$ cat src/rtl/sram_arbiter.sv
// sram_arbiter: owns the single SRAM port and shares it between three users.
// Priority order: the clear engine, the VGA scanout reader, then the pixel writer.
// The framebuffer is cleared after reset and again on every start_clear.
// VGA reads always return after READ_LAT cycles, even while a clear is running.
// Optional build macro SRAM_ARB_STALL_CNT_EN adds a saturating stall counter
// for the writer. Without it, stall_cnt is tied to zero.
module sram_arbiter #(
  parameter int                ADDR_W      = 19,
  parameter int                DATA_W      = 16,
  parameter int                CLEAR_TOP   = 416800,
  parameter logic [DATA_W-1:0] CLEAR_VALUE = '0,
  parameter int                READ_LAT    = 2      // legal range 1..4
) (
  input  logic              clk,
  input  logic              rst,
  input  logic              start_clear,
  output logic              clear_busy,
  input  logic              vga_req,
  input  logic [ADDR_W-1:0] vga_addr,
  output logic              vga_valid,
  output logic [DATA_W-1:0] vga_data,
  input  logic              wr_req,
  input  logic [ADDR_W-1:0] wr_addr,
  input  logic [DATA_W-1:0] wr_data,
  output logic              wr_ack,
  output logic              mem_wren,
  output logic [ADDR_W-1:0] mem_addr,
  output logic [DATA_W-1:0] mem_d,
  input  logic [DATA_W-1:0] mem_q,
  output logic [15:0]       stall_cnt
);

  localparam logic [1:0] ST_CLEAR  = 2'd0;
  localparam logic [1:0] ST_SWITCH = 2'd1;
  localparam logic [1:0] ST_RUN    = 2'd2;

  localparam logic [ADDR_W-1:0] CLR_LAST = ADDR_W'(CLEAR_TOP - 1);

  logic [1:0]        state_reg;
  logic [ADDR_W-1:0] clr_cnt_reg;

  logic in_run;
  logic flush;
  logic vga_grant;
  logic wr_grant;
  logic last_vld;
  logic last_zero;

  // A start_clear seen in RUN wins over both users for that edge.
  // Reads still in flight at that point return zero data.
  assign in_run    = (state_reg == ST_RUN);
  assign flush     = in_run && start_clear;
  assign vga_grant = in_run && !start_clear && vga_req;
  // A write cannot be granted on the edge after an ack.
  // So a level request that is still held is never written twice.
  assign wr_grant  = in_run && !start_clear && !vga_req && wr_req && !wr_ack;

  // Clear sequencing, grant selection and the registered SRAM port.
  always_ff @(posedge clk) begin
    if (rst) begin
      state_reg   <= ST_CLEAR;
      clr_cnt_reg <= '0;
      mem_wren    <= 1'b0;
      mem_addr    <= '0;
      mem_d       <= '0;
      wr_ack      <= 1'b0;
      clear_busy  <= 1'b1;
    end else begin
      case (state_reg)
        ST_CLEAR: begin
          mem_wren    <= 1'b1;
          mem_addr    <= clr_cnt_reg;
          mem_d       <= CLEAR_VALUE;
          clr_cnt_reg <= clr_cnt_reg + 1'b1;
          wr_ack      <= 1'b0;
          clear_busy  <= 1'b1;
          if (clr_cnt_reg == CLR_LAST) begin
            state_reg <= ST_SWITCH;
          end
        end
        ST_SWITCH: begin
          // One turnaround cycle so the last clear write is not followed
          // directly by a read on the bus.
          mem_wren   <= 1'b0;
          wr_ack     <= 1'b0;
          clear_busy <= 1'b1;
          state_reg  <= ST_RUN;
        end
        default: begin
          if (flush) begin
            state_reg   <= ST_CLEAR;
            clr_cnt_reg <= '0;
            mem_wren    <= 1'b0;
            wr_ack      <= 1'b0;
            clear_busy  <= 1'b1;
          end else begin
            clear_busy <= 1'b0;
            wr_ack     <= wr_grant;
            if (vga_grant) begin
              mem_wren <= 1'b0;
              mem_addr <= vga_addr;
            end else if (wr_grant) begin
              mem_wren <= 1'b1;
              mem_addr <= wr_addr;
              mem_d    <= wr_data;
            end else begin
              mem_wren <= 1'b0;
            end
          end
        end
      endcase
    end
  end

  // Read tag pipeline. Each stage holds a valid bit and a zero flag.
  // The zero flag marks reads that never reached the SRAM, and reads
  // that a restarted clear has abandoned.
  for (genvar gi = 0; gi < READ_LAT; gi++) begin : g_tag
    logic tag_vld_reg;
    logic tag_zero_reg;
    if (gi == 0) begin : g_head
      // A new tag enters on every request.
      // It is flagged zero when the request was not issued to the SRAM.
      always_ff @(posedge clk) begin
        if (rst) begin
          tag_vld_reg  <= 1'b0;
          tag_zero_reg <= 1'b0;
        end else begin
          tag_vld_reg  <= vga_req;
          tag_zero_reg <= !vga_grant;
        end
      end
    end else begin : g_body
      // Tags advance one stage per cycle. A restarting clear poisons their data.
      always_ff @(posedge clk) begin
        if (rst) begin
          tag_vld_reg  <= 1'b0;
          tag_zero_reg <= 1'b0;
        end else begin
          tag_vld_reg  <= g_tag[gi-1].tag_vld_reg;
          tag_zero_reg <= g_tag[gi-1].tag_zero_reg || flush;
        end
      end
    end
  end

  assign last_vld  = g_tag[READ_LAT-1].tag_vld_reg;
  assign last_zero = g_tag[READ_LAT-1].tag_zero_reg;

  // Return stage: capture mem_q for live tags. vga_data holds between returns.
  always_ff @(posedge clk) begin
    if (rst) begin
      vga_valid <= 1'b0;
      vga_data  <= '0;
    end else begin
      vga_valid <= last_vld;
      if (last_vld) begin
        vga_data <= (last_zero || flush) ? '0 : mem_q;
      end
    end
  end

`ifdef SRAM_ARB_STALL_CNT_EN
  logic [15:0] stall_cnt_reg;

  // Counts cycles in which the writer was waiting and nothing was written.
  // The count saturates at its maximum.
  always_ff @(posedge clk) begin
    if (rst) begin
      stall_cnt_reg <= '0;
    end else if (wr_req && !wr_grant && (stall_cnt_reg != 16'hFFFF)) begin
      stall_cnt_reg <= stall_cnt_reg + 16'd1;
    end
  end

  assign stall_cnt = stall_cnt_reg;
`else
  assign stall_cnt = 16'd0;
`endif

endmodule

$ cat config.mk
export PLATFORM = sky130hd
export DESIGN_NAME = sram_arbiter
export DESIGN_NICKNAME = d
export VERILOG_FILES = /design/src/rtl/sram_arbiter.sv
export SDC_FILE = /design/constraint.sdc
export NUM_CORES = 1
export LEC_CHECK = 0
export ABC_AREA = 1
export CORE_UTILIZATION = 25
export CTS_CLUSTER_SIZE = 25
export DETAILED_ROUTE_END_ITERATION = 10
export PLACE_DENSITY_LB_ADDON = 0.12
export REMOVE_ABC_BUFFERS = 1
export SYNTH_ARGS = -nofsm -noshare
export SYNTH_HDL_FRONTEND = slang
export SYNTH_SLANG_ARGS = --single-unit
$ cat constraint.sdc
create_clock -name clk -period 1.55 [get_ports clk]
set_clock_uncertainty 0.05 [all_clocks]
set_input_delay 0.31 -clock clk [delete_from_list [all_inputs] [get_ports clk]]
set_output_delay 0.31 -clock clk [all_outputs]
set_load 0.1 [all_outputs]
After elaboration in Yosys (flattened, before gate mapping) --
Cells that the tools add are included.
Cells by class: reductions and logical operators 23, add/sub/neg operators 1, mux-type cells 19, eq/ne operators 6, bitwise gates (word level) 1
Operators with widths (count):
- $mux 19 | 4
- $pmux 19 s2 | 2
- $mux 16 | 4
- $pmux 16 s2 | 1
- $add 19x1->19 const B | 1
- $eq 19x19->1 const B | 1
- $logic_and 1x1->1 | 6
- $reduce_bool 3->1 | 2
- $logic_not 1->1 | 4
- $mux 1 | 4
- $mux 2 | 2
- $ne 2x1->1 const B | 2
- $pmux 2 s2 | 1
- $reduce_and 2->1 | 2
- $reduce_and 4->1 | 1
- $reduce_bool 2->1 | 2
- $reduce_or 4->1 | 1
- $reduce_and 3->1 | 1
- $reduce_or 3->1 | 1
- $eq 2x1->1 const B | 1
- $eq 2x2->1 const B | 1
- $logic_not 2->1 | 1
- $logic_or 1x1->1 | 2
- $ne 2x2->1 const B | 1
- other kinds (2) | 2
Word-level totals: input port bits 75, word-level logic and storage cells 63, flip-flop bits (word level) 80

Logic depth before layout (Yosys ltp) --
Gate-level depths: netlist of run 1.
depth in word-level cells 9, mapped depth 11, mapped depth without buffers 9

Worst setup path after synthesis of run 1 --
No wires, ideal clock.
path kind register to register, start register wr_ack, end register mem_addr[10], stages on the path, launching flop included 7, arrival time 1.708 ns, setup time 0.118 ns, buffers on the path 1, path slack -0.326 ns, cells stage by stage dfxtp_1 > nor2_1 > nand2_2 > nand3_2 > buf_4 > o21ai_1 > nor2_1
On the way: longest elaborated chain between the ends 4
Ends and longest elaborated chain:
- start, declared | line 25 | output logic wr_ack,
- start signal, assigned | line 98 | wr_ack <= wr_grant;
- $logic_not 1->1 | line 56 | assign wr_grant = in_run && !start_clear && !vga_req && wr_req && !wr_ack;
- $logic_and 1x1->1 | line 56
- $reduce_bool 3->1 (no source line)
- $reduce_and 3->1 (no source line)
- end signal, assigned | line 72 | mem_addr <= clr_cnt_reg;
- end signal, assigned | line 101 | mem_addr <= vga_addr;
- end signal, assigned | line 104 | mem_addr <= wr_addr;
- end, declared | line 27 | output logic [ADDR_W-1:0] mem_addr,
No other way between the ends. A chain may end at the register's enable or synchronous reset.

Worst setup path in the final report of run 1 --
start register state_reg[0], end register clr_cnt_reg[5]
On the way: longest elaborated chain between the ends 4, elaborated cells on any way between the ends 8
Ends and longest elaborated chain:
- start, declared | line 39 | logic [1:0] state_reg;
- start signal, assigned | line 61 | state_reg <= ST_CLEAR;
- start signal, assigned | line 78 | state_reg <= ST_SWITCH;
- start signal, assigned | line 87 | state_reg <= ST_RUN;
- $eq 2x2->1 | line 51 | assign in_run = (state_reg == ST_RUN);
- $logic_and 1x1->1 | line 52 | assign flush = in_run && start_clear;
- $reduce_bool 2->1 (no source line)
- $reduce_and 2->1 (no source line)
- end signal, assigned | line 74 | clr_cnt_reg <= clr_cnt_reg + 1'b1;
- end, declared | line 40 | logic [ADDR_W-1:0] clr_cnt_reg;
Several ways; a longest one is shown, not always the timed one.

==> results.md, run 1 <==
- Initial Util: between 20% and 30%
- ANT nets after route: 0
- Yosys warning count: 0
- Worst path cell trace: nor2_4 > buf_4 > nand2_1 > nor3_1 > nand2_1 > a21oi_1
- Seq/Total Area, Yosys: slightly above 40%
- Yosys reg bits: 80
- First-pass GRT wire length: 19.69 mm
- DIE WIDTH: around 130 um
- Synthesized area: between 3000 and 4000 um^2
- Drt pass-1 iters: 4
- Largest net degree at the start of global routing: 34
- Final min period: roughly 1.4 ns
- Worst R2R Setup Slack: approximately 0.13 ns
- Synth Area in Adders: 0.3194%
- Synth area leaders: dfxtp_1, nand2_1, nor2_1, a21oi_1, o21ai_0
- Endpoints failing setup: 0
- Tcrit/Tclk final: slightly above 90%
- Layout cells sized above 1: a little under a fifth
- Simple-gate share of the synthesized area: between 30 and 40%
- Setup TNS: 0 ns
- Unique masters post-synth: 32
- DR vias/cell: around 4.4
- Rows: 45
- Final Hold Vio Count: 0
- Sink Count: 80
- Total Die Area: about 16000 um^2
- Routability congestion estimate: 0.8231
- GRT overflow: 0
- DRC: 0
- RSZ-0062 raised after global routing: true
- # Max-Cap Violations: 0
- IO Port Bufs: ~130
- Top cell type's share of synthesized area: between 40 and 50%
- Clock Path Buffers: 2
- RR Startpoint: state_reg[0]
- CTS root buf: clkbuf_16
- Nets: approximately 800
- DR WL/cell: ~13 um
- Initial antenna violation count: 0
- H-tree Lvls: 3
- CP Buf/Inv Count: 1
- CTS tree: yes
- Tot Pwr: between 5 and 6 mW
- Most frequent cells in the layout: nand2_1, nor2_1, dfxtp_1
- Power per Cell Area: roughly 830 nW/um^2
- Vias: 4198
- Cell taking the most area after synthesis: dfxtp_1
- Ant. Diodes: 0
- Clock buffer count from CTS: 9
- Crit start category: flop
- Fin. max-slew vios: 0
- Main combinational cell family by area after synthesis: simple AND/OR/NAND/NOR gates
- Hold_sp: vga_req
- Initial DRC count: roughly 160
- Fillers: 1524
- Vias in the first global route: between 3000 and 4000
- Min-Delay Path Class: primary input to flop
- Post-DP HPWL: between 9 and 10 mm
- CTS clock-pin slew for the worst setup and hold paths: roughly 0.060 ns
- Worst setup EP type: flop
- Placed cell area: about 6200 um^2
- Core area: ~15000 um^2
- I/O pin cnt: around 150
- CP max stage cell: dfxtp_2
- Die height: about 130 um
- Leading cell type in the layout, fill and taps excluded: nand2_1
- Clock latency at the later pin of the worst-skew pair: approximately 0.34 ns
- Most used cell, CP: nand2_1
- Syn Inst Count: between 500 and 600
- WL final: around 12 mm
- Crit path DAT: roughly 1.6 ns
- Achievable frequency: between 700 and 800 MHz
- Worst Path Max Fanout: 5
- WHS: approximately 0.25 ns
- Post-synthesis mux area share: 0%
- Family with the most delay on the worst path: simple AND/OR/NAND/NOR gates
- CP required: around 1.8 ns
- Design area: about 6600 um^2
- Area share of xor/xnor cells in the synthesized design: 0%
- Outcome: complete, no violations
- Layout area overhead: 68.28%
- Compound-Gate Fraction of Synth Area: 13.61%
- Total Routing Usage GR: roughly 16%
- Maximum vdd drop: 0.0005093 V
- Synthesized area per cell: between 6 and 7 um^2
- Slowest cell delay on critical path: approximately 0.37 ns
- FF/Latch Area: about 1600 um^2
- Kind of critical path: flop to flop
- Multi-input gate area: just under 2000 um^2
- Critical path origin: state_reg[0]
- Leakage power: about 2.9 nW
[report_power, final]
part	switching [mW]	leakage [nW]	internal (mW)
Clock	0.857	0.156	1.57
Combinational	0.542	2.05	0.347
Sequential	0.0359	0.651	2.10
Total	1.44	2.86	4.02
[repair_timing]
action	CTS	global route
gates resized for setup	4	12
hold buffers	0	0
pin swaps	0	2
setup endpoints to repair	6	40
gates cloned	0	0
buffers inserted	0	1
[path summary, 6_finish.rpt]
check / endpoint / cells past startpoint
max: clr_cnt_reg[5] / 6
min: g_tag[0].tag_vld_reg / 3
max reg2reg: clr_cnt_reg[5] / 6
min reg2reg: g_tag[1].tag_vld_reg / 2
[layout make-up]
| type | instances | area share, % |
|---|---|---|
| Timing Repair Buffer | 170 | 34.20 |
| Multi-Input combinational cell | 422 | 29.42 |
| Clock buffer | 11 | 3.530 |
| Clock inverter | 5 | 1.594 |
| Sequential cell | 80 | 24.39 |
| Tap cell | 211 | 4.005 |
| Inverter | 49 | 2.866 |
[stage by stage]
stage	std cells	setup WS (ns)	util (%)
floorplan	551	-0.7071	-
global placement	931	-0.3550	40.65
detailed placement	931	-0.3589	40.65
CTS	947	0.008053	42.98
global route	948	-0.007402	43.21
finish	948	0.1297	43.21
[per-layer routing]
| metal | GRT usage (%) | vias up | wire, um |
|---|---|---|---|
| met5 | 0 | - | 0 |
| met4 | 5.322 | 0 | 127 |
| met3 | 3.643 | 12 | 828 |
| met2 | 25.44 | 145 | 5681 |
| met1 | 20.06 | 1893 | 5739 |
| li1 | - | 2148 | - |
[logic make-up after synthesis]
kind of cell / count (synthesis)
fa+ha+maj: 1
buf+inv: 96
flops: 80
simple gates: 304
compound gates: 101
other cells: 1
[cell usage after synthesis]
cell type / instances
buf_2: 11
clkbuf_1: 13
inv_2: 3
nor3_4: 1
nor3b_1: 1
a22oi_1: 4
inv_4: 1
nor2_4: 2
conb_1: 1
buf_6: 1
nor2_1: 86
nand3_2: 1
nand2_4: 1
o21bai_1: 3
nand3_4: 1
buf_4: 21
or2_2: 1
nand2_1: 142
ha_1: 1
nand2_2: 2
nand4_1: 10
a211oi_1: 2
a21oi_1: 40
inv_1: 45
o21ai_0: 36
o21ai_1: 14
clkbuf_2: 1
nand3_1: 35
dfxtp_1: 80
o31ai_1: 1
a21boi_0: 1
nor3_1: 21
[worst min-delay path: stages]
cell	delay [ns]
dlymetal6s2s_1	0.16
inv_1	0.08
nor2_1	0.04
Note: power is estimated with default switching activity, not from simulation.
==> run 2, diff against run 1 <==
--- a/config.mk
+++ b/config.mk
@@ -6,9 +6,11 @@
 export NUM_CORES = 1
 export LEC_CHECK = 0
 export ABC_AREA = 1
+export CAP_MARGIN = 20
 export CORE_UTILIZATION = 25
 export CTS_CLUSTER_SIZE = 25
 export DETAILED_ROUTE_END_ITERATION = 10
+export HOLD_SLACK_MARGIN = 0.06
 export PLACE_DENSITY_LB_ADDON = 0.12
 export REMOVE_ABC_BUFFERS = 1
 export SYNTH_ARGS = -nofsm -noshare
==> results of run 2 <==
Same layout as run 1: the final DEF is identical, and so are final timing and power.
